[config.mk]
export PLATFORM = sky130hd
export DESIGN_NAME = emitter_tx_arbiter
export DESIGN_NICKNAME = d
export VERILOG_FILES = /design/src/rtl/emitter_pkg.sv /design/src/rtl/rr_arbiter.sv /design/src/rtl/emitter_tx_arbiter.sv
export SDC_FILE = /design/constraint.sdc
export NUM_CORES = 1
export LEC_CHECK = 0
export CAP_MARGIN = 20
export CORE_MARGIN = 2
export CORE_UTILIZATION = 30
export CTS_CLUSTER_SIZE = 24
export DETAILED_ROUTE_END_ITERATION = 10
export PLACE_DENSITY = 0.67
export SLEW_MARGIN = 20
export SYNTH_ARGS = -nofsm -noshare
export SYNTH_HDL_FRONTEND = slang
export SYNTH_SLANG_ARGS = --single-unit
[constraint.sdc]
create_clock -name i_clk -period 1.75 [get_ports i_clk]
set_clock_uncertainty 0.05 [all_clocks]
set_input_delay 0.175 -clock i_clk [delete_from_list [all_inputs] [get_ports i_clk]]
set_output_delay 0.175 -clock i_clk [all_outputs]
set_load 0.01 [all_outputs]
[src/rtl/emitter_pkg.sv]
// Shared types and constants for the emitter TX arbiter slice.
// Latency: none, definitions only.
// Backpressure: none, definitions only.
package emitter_pkg;

   localparam int UART_BYTE_W = 8;

   typedef enum logic [1:0] {
      ST_IDLE = 2'd0,
      ST_BUSY = 2'd1,
      ST_GAP  = 2'd2
   } state_t;

   // Width of a register that must hold 0..n-1; never narrower than one bit.
   function automatic int idx_width(input int n);
      return (n > 1) ? $clog2(n) : 1;
   endfunction

endpackage

[src/rtl/rr_arbiter.sv]
// Round-robin pick: first requester at or after the pointer, wrapping N-1 -> 0.
// Latency: purely combinational; the owning FSM registers the result.
// Backpressure: none, it only observes the request vector.
module rr_arbiter #(
   parameter int N  = 4,
   parameter int IW = 2
) (
   input  logic [N-1:0]  i_req,
   input  logic [IW-1:0] i_ptr,
   output logic [N-1:0]  o_gnt,
   output logic [IW-1:0] o_idx,
   output logic          o_any
);

   logic [2*N-1:0] w_req2;
   logic [N-1:0]   w_rot;

   // Rotating a doubled copy puts the pointer slot at bit 0 without wrap logic.
   assign w_req2 = {i_req, i_req};
   assign w_rot  = N'(w_req2 >> i_ptr);
   assign o_any  = |i_req;

   // Lowest set bit of the rotated vector wins; map it back to an absolute index.
   always_comb begin
      logic        v_found;
      logic [IW:0] v_sum;
      o_gnt   = '0;
      o_idx   = '0;
      v_found = 1'b0;
      v_sum   = '0;
      for (int off = 0; off < N; off++) begin
         if (!v_found && w_rot[off]) begin
            v_found = 1'b1;
            v_sum   = {1'b0, i_ptr} + (IW+1)'(off);
            if (v_sum >= (IW+1)'(N)) begin
               v_sum = v_sum - (IW+1)'(N);
            end
            o_idx = v_sum[IW-1:0];
         end
      end
      if (v_found) begin
         o_gnt[o_idx] = 1'b1;
      end
   end

endmodule

[src/rtl/emitter_tx_arbiter.sv]
// Packet-granular round-robin share of one byte-wide UART TX among N requesters.
// Latency: grant registered 1 cycle after a request in IDLE; bytes then pass combinationally.
// Backpressure: owner's o_ready mirrors i_tx_ready; non-owners are never acked.
module emitter_tx_arbiter
   import emitter_pkg::*;
#(
   parameter int N          = 4,
   parameter int MAX_LEN    = 256,
   parameter int GAP_CYCLES = 0
) (
   input  logic                     i_clk,
   input  logic                     i_rst,
   input  logic [UART_BYTE_W*N-1:0] i_data,
   input  logic [N-1:0]             i_valid,
   input  logic [N-1:0]             i_last,
   output logic [N-1:0]             o_ready,
   output logic [UART_BYTE_W-1:0]   o_tx_data,
   output logic                     o_tx_valid,
   input  logic                     i_tx_ready,
   output logic [N-1:0]             o_grant,
   output logic                     o_busy,
   output logic                     o_err
);

   localparam int IW = idx_width(N);
   localparam int CW = idx_width(MAX_LEN);
   localparam int GW = idx_width(GAP_CYCLES);
   localparam logic [CW-1:0] CNT_LAST = CW'(MAX_LEN - 1);
   localparam logic [GW-1:0] GAP_LOAD = (GAP_CYCLES > 0) ? GW'(GAP_CYCLES - 1) : '0;

   state_t          r_state;
   logic [IW-1:0]   r_ptr;
   logic [IW-1:0]   r_gidx;
   logic [N-1:0]    r_grant;
   logic [CW-1:0]   r_cnt;
   logic [GW-1:0]   r_gap;
   logic            r_busy;

   logic [N-1:0]    w_arb_gnt;
   logic [IW-1:0]   w_arb_idx;
   logic            w_arb_any;
   logic            w_in_busy;
   logic            w_own_valid;
   logic            w_own_last;
   logic            w_xfer;
   logic            w_wd_hit;
   logic            w_pkt_end;
   logic [IW-1:0]   w_next_ptr;
   logic [UART_BYTE_W-1:0] w_tx_data;

   rr_arbiter #(
      .N  (N),
      .IW (IW)
   ) u_rr (
      .i_req (i_valid),
      .i_ptr (r_ptr),
      .o_gnt (w_arb_gnt),
      .o_idx (w_arb_idx),
      .o_any (w_arb_any)
   );

   // r_grant is only non-zero in BUSY, so masking with it also gates outside BUSY.
   assign w_in_busy   = (r_state == ST_BUSY);
   assign w_own_valid = w_in_busy & |(i_valid & r_grant);
   assign w_own_last  = |(i_last & r_grant);
   assign w_xfer      = w_own_valid & i_tx_ready;
   assign w_wd_hit    = (r_cnt == CNT_LAST);
   assign w_pkt_end   = w_xfer & (w_own_last | w_wd_hit);
   assign w_next_ptr  = (r_gidx == IW'(N - 1)) ? '0 : r_gidx + IW'(1);

   // Owner byte select as an AND-OR mux over the one-hot grant.
   always_comb begin
      w_tx_data = '0;
      for (int k = 0; k < N; k++) begin
         if (r_grant[k]) begin
            w_tx_data = w_tx_data | i_data[k*UART_BYTE_W +: UART_BYTE_W];
         end
      end
   end

   assign o_tx_data  = w_in_busy ? w_tx_data : '0;
   assign o_tx_valid = w_own_valid;
   assign o_ready    = r_grant & {N{w_in_busy & i_tx_ready}};
   assign o_grant    = r_grant;
   assign o_busy     = r_busy;
   // Watchdog pulse coincides with the accept of the MAX_LEN-th byte; a last flag on it wins.
   assign o_err      = w_xfer & w_wd_hit & ~w_own_last;

   // Arbitrate in IDLE, count bytes in BUSY, sit out the gap, then rearm.
   always_ff @(posedge i_clk or posedge i_rst) begin
      if (i_rst) begin
         r_state <= ST_IDLE;
         r_ptr   <= '0;
         r_gidx  <= '0;
         r_grant <= '0;
         r_cnt   <= '0;
         r_gap   <= '0;
         r_busy  <= 1'b0;
      end else begin
         case (r_state)
            ST_IDLE: begin
               if (w_arb_any) begin
                  r_state <= ST_BUSY;
                  r_gidx  <= w_arb_idx;
                  r_grant <= w_arb_gnt;
                  r_busy  <= 1'b1;
               end
            end
            ST_BUSY: begin
               if (w_pkt_end) begin
                  r_cnt   <= '0;
                  r_ptr   <= w_next_ptr;
                  r_grant <= '0;
                  if (GAP_CYCLES > 0) begin
                     r_state <= ST_GAP;
                     r_gap   <= GAP_LOAD;
                  end else begin
                     r_state <= ST_IDLE;
                     r_busy  <= 1'b0;
                  end
               end else if (w_xfer) begin
                  r_cnt <= r_cnt + CW'(1);
               end
            end
            ST_GAP: begin
               if (r_gap == '0) begin
                  r_state <= ST_IDLE;
                  r_busy  <= 1'b0;
               end else begin
                  r_gap <= r_gap - GW'(1);
               end
            end
            default: begin
               r_state <= ST_IDLE;
               r_grant <= '0;
               r_busy  <= 1'b0;
            end
         endcase
      end
   end

endmodule

==> flow_summary.yaml <==
routing:
  vias: 1514
  drc: 0
  detail_route.first_pass.iterations: 4
  wire_per_inst_um: 16.3
  vias_per_cell: 5.47
  wl_um: 4520
  drt-initial-drc-count: 37
  drtAntennaViolNets: 0
yosys:
  mappedNetlistNets: 177
  synthCells: 132
  yosys_warnings: 0
  avgSynthCellArea_um2: 8.76
  mappedNetlistArea_mm2: 0.00116
  yosysSeqAreaShare_pct: 36.8
  synth_cell_types: 36
  synth_seq_cells: 17
sta:
  fmax_mhz: 510
  hold_viol_final: 0
  grt_setup_unrepaired: "yes"
  finalSetupViolCount: 7
  final.period_utilization_pct: 112
  period_needed_ns: 1.96
  worst_slack_ns: -0.213
  worst_pin_slew_ns: 0.394
  fin_setup_tns_ns: -0.556
  relSlewSlack_pct: 73.4
  slew_violations: 0
place:
  dp_cells: 265
  dpl_cell_area_mm2: 0.00203
  place_congestion: 0.808
  dp_hpwl_um: 3400
  post-place-ws_ns: -0.618
  portBuffers: 61
die:
  fp.dieW_um: 66.1
  io-pin-count: 62
  core_area_mm2: 0.00369
  fp.dieH_um: 66.1
  dieArea_mm2: 0.00437
  initial_utilization_pct: 31.3
  rows: 22
min_path:
  hp-class: "input port to async pin"
worst_setup_path:
  ff2ff_setup_slack_ns: -0.02
  slowest_delay_ns: 0.38
  critPathSlowestCell: "dfrtp_1"
  crit_path_end_kind: "primary output"
  crit_fanout: 2
  crit_chain: "a22o_1, a221o_1, or3_4, nor2_2, buf_2"
  worstSetupPathType: "register to primary output"
  critical_path_arrival_ns: 1.74
  crit_path_start_kind: "register"
  worstPathRequired_ns: 1.52
clock_tree:
  clock_latency_ns: 0.24
  cts_hold_buf: 0
  cts_tree: "done"
  numCtsBuffers: 3
  cts.clk_slew.worst_paths_ns: 0.06
  cts_sinks: 17
  htree_num_levels: 1
  root_buffer: "clkbuf_8"
  cts_max_path_buffers: 2
layout:
  fin_nets: 275
  fill_cells: 340
  fin_area_mm2: 0.00219
  seqCellArea_um2: 427
  areaGrowthSynthToFinish_pct: 89.8
  multi_input_area_um2: 739
  layout-drive-gt1-share_pct: 27.9
  finalNonFillerCells: 277
  antenna-diode-count: 0
outcome:
  outcome: "complete, but fails checks"
  violations: "negative setup slack"
global_routing:
  grt_max_degree: 18
  antenna_found_initial: 0
  grt_pass1_wl_um: 6960
  grtUsageTotal_pct: 20.5
  overflow: 0
  grt_pass1_vias: 1540
pwr:
  p_leak_nw: 0.976
  power_mw: 0.813
  power_density_mw_per_mm2: 371
  max-vdd-ir-drop_v: 0.000363
job:
  max_cap_violations: 0
-- flip-flops by register name, indices dropped and copies added (netlist names) --
| register | flops |
|---|---|
| r_gidx | 2 |
| o_grant | 4 |
| o_busy | 1 |
| r_cnt | 8 |
| r_ptr | 2 |
-- critical path, delay by kind of cell, from the launching register on --
kind | cells | cell delay, ns
AOI/OAI and AO/OA | 2 | 0.53
buffers and inverters | 1 | 0.12
DFF | 1 | 0.38
and+or+nand+nor | 2 | 0.46
-- cells in the mapped netlist --
master / instances / area [µm²]
a22o_1: 4 / 35.0
mux2i_1: 2 / 20.0
nand2_1: 10 / 37.5
a221oi_2: 1 / 15.0
nor3b_1: 1 / 7.51
or4_1: 1 / 7.51
nand2b_1: 2 / 12.5
nor2_1: 5 / 18.8
nand3_1: 3 / 15.0
or3_1: 2 / 12.5
clkbuf_1: 6 / 22.5
a31oi_1: 2 / 12.5
a311oi_1: 1 / 8.76
dfrtp_1: 17 / 425
nor2b_1: 2 / 12.5
a22oi_1: 18 / 135
and2_1: 1 / 6.26
a21oi_2: 1 / 8.76
and4_1: 2 / 17.5
o21ai_0: 6 / 30.0
o22ai_1: 1 / 6.26
a21oi_1: 13 / 65.1
a32o_1: 2 / 20.0
and3_1: 5 / 31.3
o41ai_1: 1 / 8.76
a21o_1: 2 / 15.0
o311ai_1: 1 / 8.76
inv_1: 5 / 18.8
nor3_1: 3 / 15.0
nand4_1: 3 / 18.8
buf_2: 1 / 5.00
o31ai_1: 1 / 7.51
ha_1: 2 / 25.0
o32ai_1: 2 / 17.5
a221o_1: 1 / 10.0
mux2_2: 2 / 22.5
-- through the flow --
step                      utilization (%)  hold WS, ns
final                                59.5        0.188
after global placement               55.2        0.424
after CTS                            58.1        0.196
after global routing                 59.5        0.224
after detailed placement             55.2        0.424
after floorplan                         -       0.0511
-- cell usage in the layout, fill, tap and decap left out, drive strengths merged, types with 2 or more instances in the layout --
cell type,instances
a21oi,14
inv,4
buf,42
nor2,5
and4,2
a31oi,2
nand4,3
a22o,4
ha,2
dlygate4sd2,2
and3,5
nor3,3
clkdlybuf4s50,52
o32ai,2
a22oi,18
clkbuf,5
mux2i,2
mux2,2
nand3,3
o21ai,6
a21o,2
dfrtp,17
or3,2
nand2,10
nand2b,2
nor2b,2
a32o,2
dlymetal6s2s,2
-- layout make-up --
class	count	area share [%]
Timing Repair Buffer	100	41.0
Sequential cell	17	19.4
Tap cell	48	2.74
Clock buffer	4	2.05
Multi-Input combinational cell	103	33.7
Inverter	5	1.03
-- cells by family (layout without fill, tap and decap cells) --
| logic type | Yosys count | in the layout | synth area share (%) |
|---|---|---|---|
| AND/OR/NAND/NOR | 40 | 40 | 18.4 |
| AO/OA/AOI/OAI | 57 | 57 | 35.0 |
| flip-flops | 17 | 17 | 36.8 |
| multiplexers | 4 | 4 | 3.68 |
| adder cells (fa/ha/maj) | 2 | 2 | 2.16 |
| buffers and inverters | 12 | 109 | 4.00 |
-- final timing paths --
| check | start | endpoint | cells after the start |
|---|---|---|---|
| max in group asynchronous | i_rst | o_grant[2]$_DFFE_PP0P_ | 3 |
| min in group i_clk | r_gidx[1]$_DFFE_PP0P_ | r_gidx[1]$_DFFE_PP0P_ | 1 |
| max | o_grant[0]$_DFFE_PP0P_ | o_err | 5 |
| min reg2reg | r_gidx[1]$_DFFE_PP0P_ | r_gidx[1]$_DFFE_PP0P_ | 1 |
| max reg2reg | r_cnt[0]$_DFFE_PP0P_ | r_ptr[1]$_DFFE_PP0P_ | 5 |
| min | i_rst | o_grant[1]$_DFFE_PP0P_ | 3 |
-- layer usage --
metal  up-vias  wire length [µm]  track usage [%]
li1        714                 -                -
met1       726              1760             20.9
met2        64              2230             39.9
met3        10               464             5.79
met4         0                72             5.61
met5         -                 0                0
-- power by group --
group          internal [mW]  switching [mW]  total (mW)
logic                 0.0946          0.0419       0.137
clock network          0.161           0.123       0.284
registers              0.393               0       0.393
-- what timing repair did --
action | CTS | global route
buffers inserted | 7 | 4
pin swaps | 4 | 2
resized for setup | 18 | 23
endpoints found under the setup margin | 13 | 16
No activity file was read; power rests on OpenSTA's default activity.
==> RTL change 1: new RTL, config.mk and constraints unchanged <==
Encoding of `state_t`: now one-hot (3 bits for 3 states).
--- a/src/rtl/emitter_pkg.sv
+++ b/src/rtl/emitter_pkg.sv
@@ -5,10 +5,10 @@
 
    localparam int UART_BYTE_W = 8;
 
-   typedef enum logic [1:0] {
-      ST_IDLE = 2'd0,
-      ST_BUSY = 2'd1,
-      ST_GAP  = 2'd2
+   typedef enum logic [2:0] {
+      ST_IDLE = 3'b001,
+      ST_BUSY = 3'b010,
+      ST_GAP  = 3'b100
    } state_t;
 
    // Width of a register that must hold 0..n-1; never narrower than one bit.
Function: same outputs for any inputs over 10 cycles, from zero or initial values and one cycle with i_rst high; not proved beyond that.
==> RTL change 1 against the original RTL <==
Global-route usage down 2.4 points; design area grew 9.5%; maximum frequency increased by 12%; setup slack gained 220 ps; sequential cell count increased by 1; area after synthesis is 12% higher; non-clock buffer count up 2; wire length fell by 0.84%; utilization down 0.71 points; critical endpoint is now o_grant[1]$_DFFE_PP0P_.
Power is not compared: it rests on default switching activity, and its combinational part moved more than twofold at a synthesized area within 25%.
==> RTL change 1: results (changes against the original RTL) <==
| Quantity | This run | Delta |
|:---|:---|:---|
| ANT cells | 0 | unchanged |
| Worst VDD drop | 670 µV |  |
| Critical path's largest stage delay | 450 ps | +70 ps |
| Run status | finished, final reports clean |  |
| Net count after synthesis | 179 | +1.1% |
| Initial antenna violation count | 0 | unchanged |
| Number of I/O port buffers | 61 | unchanged |
| Number of synthesis warnings | 0 | unchanged |
| Via count of the first global-routing pass | 1,547 | +0.45% |
| Worst slew pin tran | 408 ps | +13.2 ps |
| End of the critical path | o_grant[1]$_DFFE_PP0P_ |  |
| DRT iter0 DRCs | 46 | +24% |
| Routed WL | 4480 µm | -0.84% |
| Root buffer selected by CTS | clkbuf_8 |  |
| TritonCTS Buffers | 3 | unchanged |
| Max stage delay cell, worst path | clkdlybuf4s50_1 |  |
| Dominant cell type by area after synthesis | dfrtp_1 |  |
| Area fraction in compound gates after synthesis | 34.5% | -0.50 points |
| Source of the worst register-to-register timing path | o_grant[0]$_DFFE_PP0P_ |  |
| Share of final-layout standard cells stronger than drive strength 1 | 37.2% | +9.2 points |
| Fraction of registers with async set or reset after synthesis | 100% | unchanged |
| Gp weighted congestion | 0.971 | +20% |
| First-pass iteration count of the detailed router | 4 | unchanged |
| Depth of the CTS H-tree | 1 | unchanged |
| Portion of netlist area occupied by mux cells | 3.46% | -0.21 points |
| Leak | 1.09 nW |  |
| Dpl hpwl | 3380 µm | -0.57% |
| Cell types occupying the most area after synthesis | dfrtp_1 (33%), a22oi_1 (10%), a21oi_1 (4.2%), o21ai_0 (3.5%), mux2_2 (3.5%) |  |
| Largest register FFs | 8 | unchanged |
| CP startpoint | i_valid[2] |  |
| Wire length of the first global-routing pass | 7260 µm | +4.4% |
| Aggregate global-route resource usage | 18.1% | -2.4 points |
| Clock Tree Buf Depth | 2 | unchanged |
| Clock slew seen by the registers of the worst setup and hold paths | 70 ps |  |
| Layout Nets | 280 | +1.8% |
| Post-synth cell types | 47 | +31% |
| Classification of the worst-slack hold path | in -> async |  |
| Data arrival, critical path | 1840 ps | +100 ps |
| Largest reg by FF count | r_cnt |  |
| Reg2Reg Setup Slack | 20 ps | +40 ps |
| Worst reg-to-reg path cell count | 7 | +2 |
| Largest driver fanout on the critical path | 5 | +3 |
| Adder and majority cell fraction of the synthesized area | 1.92% | -0.24 points |
| DR vias/cell | 5.31 | -2.9% |
| Clock latency at the later pin of the worst-skew pair | 260 ps | +20 ps |
| Placed inst area | 0.00217 mm² | +6.7% |
| End of the worst register-to-register path | r_cnt[3]$_DFFE_PP0P_ |  |
| Sequential fraction of the synthesis area | 34.7% | -2.1 points |
| Pin count of the biggest net entering global routing | 11 | -7 |
| Commonest cells in the synthesized netlist | a22oi_1 (18), dfrtp_1 (17), a21oi_1 (11), o21ai_0 (9), nand2_1 (6) |  |
RTL change 1: worst min-delay path by stage:
| stage | startpoint | to | slack, ps | depth (start not counted) |
|---|---|---|---|---|
| final | i_rst | r_cnt[5]$_DFFE_PP0P_ | 120 | 2 |
| after global routing | i_rst | r_cnt[6]$_DFFE_PP0P_ | 160 | 2 |
| after CTS | i_rst | r_cnt[5]$_DFFE_PP0P_ | 130 | 2 |
| after detailed placement | i_rst | r_cnt[5]$_DFFE_PP0P_ | 410 | 2 |
| after global placement | i_rst | r_cnt[6]$_DFFE_PP0P_ | 410 | 2 |
| after floorplan | i_rst | o_busy$_DFFE_PP0P_ | 60 | 1 |
RTL change 1: per-stage QoR:
stage / util [%] / power (mW) / setup WS [ps] / cells
3_5_place_dp: 53.1 / 1.86 / -359 / 272
6_report: 58.8 / 2.42 / 4.23 / 284
5_1_grt: 58.8 / 2.59 / -69.0 / 284
4_1_cts: 56.2 / 2.28 / -53.8 / 279
3_3_place_gp: 53.1 / 1.81 / -352 / 272
2_1_floorplan: - / 1.29 / 43.2 / 134
RTL change 1: final cells by class:
class / count / area [µm²]
flip-flops and latches: 18 / 457
inverters: 3 / 11.3
well taps: 50 / 62.6
clock buffers: 4 / 55.1
repair buffers: 102 / 933
fillers: 345 / 1680
multi-input cells: 107 / 883
RTL change 1: repair_timing:
action,in CTS,in global routing
gates resized for setup,35,26
endpoints found under the hold margin,0,0
pin swaps,5,11
hold buffers,0,0
setup buffers,3,5
endpoints found under the setup margin,22,25
RTL change 1: routing by layer:
| metal | vias up | track usage [%] | routed length, µm |
|---|---|---|---|
| met3 | 9 | 3.78 | 320 |
| met5 | - | 0 | 0 |
| met4 | 0 | 7.69 | 92 |
| li1 | 729 | - | - |
| met1 | 711 | 21.8 | 1870 |
| met2 | 59 | 31.0 | 2200 |
RTL change 1: cell families (layout without fill, tap and decap cells):
group	Yosys count	after routing
buffers and inverters	9	109
and+or+nand+nor	42	42
muxes	4	4
AOI/OAI and AO/OA	59	59
DFF	18	18
adders and majority gates	2	2
RTL change 1: critical path, delay by kind of cell:
family	cells	cell delay, ps
buffers and inverters	3	800
AO/OA/AOI/OAI	1	200
AND/OR/NAND/NOR	3	650
RTL change 1: where the power goes:
part / switching (mW) / internal (mW)
clock network: 0.145 / 0.200
logic: 0.629 / 0.808
registers: 0.100 / 0.539
total: 0.875 / 1.55
==> RTL change 2: new RTL, same flow settings <==
Without the edit above. `N` is set to 4 in 2 places; all go to 3.
--- a/src/rtl/rr_arbiter.sv
+++ b/src/rtl/rr_arbiter.sv
@@ -2,7 +2,7 @@
 // Latency: purely combinational; the owning FSM registers the result.
 // Backpressure: none, it only observes the request vector.
 module rr_arbiter #(
-   parameter int N  = 4,
+   parameter int N  = 3,
    parameter int IW = 2
 ) (
    input  logic [N-1:0]  i_req,
--- a/src/rtl/emitter_tx_arbiter.sv
+++ b/src/rtl/emitter_tx_arbiter.sv
@@ -4,7 +4,7 @@
 module emitter_tx_arbiter
    import emitter_pkg::*;
 #(
-   parameter int N          = 4,
+   parameter int N          = 3,
    parameter int MAX_LEN    = 256,
    parameter int GAP_CYCLES = 0
 ) (
Ports: changed (5 resized); port bits go from 62 to 50. The function was not compared with the original's and may differ.
==> RTL change 2 against the original RTL <==
Design area increased by 10%; wire length down 0.86%; setup slack better by 58 ps; sequential cell count fell by 1; sequential share of layout area shrank 2.8 points; the flow still finishes with violations (negative setup slack); area after synthesis rose by 17%.
Power is left out: it rests on default switching activity, and per cell area and clock period it moved more than threefold.
==> RTL change 2: results (changes against the original RTL) <==
| Quantity | This run | Delta |
|:---|:---|:---|
| Aggregate global-route resource usage | 17.3% | -3.1 points |
| Portion of netlist area occupied by mux cells | 4.07% | +0.39 points |
| Post-synth cell types | 51 | +42% |
| Area fraction in compound gates after synthesis | 24.8% | -10 points |
| Adder and majority cell fraction of the synthesized area | 4.63% | +2.5 points |
| Pin count of the biggest net entering global routing | 17 | -1 |
| Final setup violating endpoints | 8 | +1 |
| Placed inst area | 0.00219 mm² | +7.8% |
| Net count after synthesis | 190 | +7.3% |
| Worst setup slack after layout | -155 ps | +57.9 ps |
| Run status | finished, violations left |  |
| Wire length of the first global-routing pass | 7150 µm | +2.8% |
| Commonest cells in the synthesized netlist | dfrtp_1 (16), nand2_1 (15), nor2_1 (12), nor2b_1 (11), a222oi_1 (10) |  |
| DRT iter0 DRCs | 58 | +57% |
| Violations in the final reports | negative setup slack |  |
| Source of the worst register-to-register timing path | r_ptr[1]$_DFFE_PP0P_ |  |
| Max-slew headroom | 72.8% | -0.55 points |
| Drt wl/cell | 14.7 µm | -10% |
| Placed cell count | 285 | +7.5% |
| Sequential fraction of the synthesis area | 29.6% | -7.2 points |
| DR vias/cell | 5.23 | -4.3% |
| Largest driver fanout on the critical path | 7 | +5 |
| Share of final-layout standard cells stronger than drive strength 1 | 39.5% | +12 points |
| Max stage delay cell, worst path | dfrtp_2 |  |
| Critical path's largest stage delay | 470 ps | +90 ps |
| Gp weighted congestion | 0.864 | +6.9% |
| Number of I/O port buffers | 49 | -20% |
| Dpl hpwl | 3210 µm | -5.5% |
| Synthesized area divided by synthesized cell count | 8.89 µm² | +1.5% |
| Kind of critical path | reg -> reg |  |
| Dpl ws | -436 ps | +183 ps |
==> RTL change 2: cell types whose count changed in the layout (fill, tap and decap cells not counted), sizes merged, moves of 3 or more <==
cell | unedited run | this run
a222oi | 0 | 10
a22oi | 18 | 2
buf | 42 | 67
o21ai | 6 | 10
nor2b | 2 | 11
clkdlybuf4s50 | 52 | 34
xnor2 | 0 | 3
nor2 | 5 | 12
a21oi | 14 | 1
nand3 | 3 | 7
a22o | 4 | 1
nand2 | 10 | 15
ha | 2 | 5
==> RTL change 2: what timing repair did <==
item,4_1_cts,5_1_grt
setup endpoints to repair,24,26
cloned,0,0
gates resized for setup,58,15
pin swaps,12,22
setup buffers,11,5
==> RTL change 2: stage by stage <==
step           setup TNS, ps  util (%)
6_report                -698      55.7
5_1_grt                -2230      55.7
4_1_cts                 -688      53.9
3_5_place_dp           -4160      50.4
3_3_place_gp           -4280      50.4
2_1_floorplan           -437         -
==> RTL change 2: final cells by class <==
class / instances / area (µm²)
fill: 397 / 1930
multi-input combinational: 120 / 945
sequential: 16 / 403
tap: 52 / 65.1
timing repair buffer: 107 / 935
clock buffer: 4 / 55.1
inverter: 6 / 22.5
==> RTL change 2: final timing paths <==
path                       slack [ps]  cells after the start                endpoint
setup / recovery                 -150                      6  o_grant[2]$_DFFE_PP0P_
hold / removal                    170                      3   r_gidx[1]$_DFFE_PP0P_
setup reg to reg                 -150                      6  o_grant[2]$_DFFE_PP0P_
hold reg to reg                   470                      1    r_cnt[6]$_DFFE_PP0P_
max in group asynchronous        1290                      3    r_ptr[0]$_DFFE_PP0P_
min in group i_clk                470                      1    r_cnt[6]$_DFFE_PP0P_
==> RTL change 2: routing by layer <==
layer	track usage (%)	wire length [µm]
met5	0	0
met1	21.1	1870
met4	6.29	93
met2	29.5	2120
met3	4.56	400
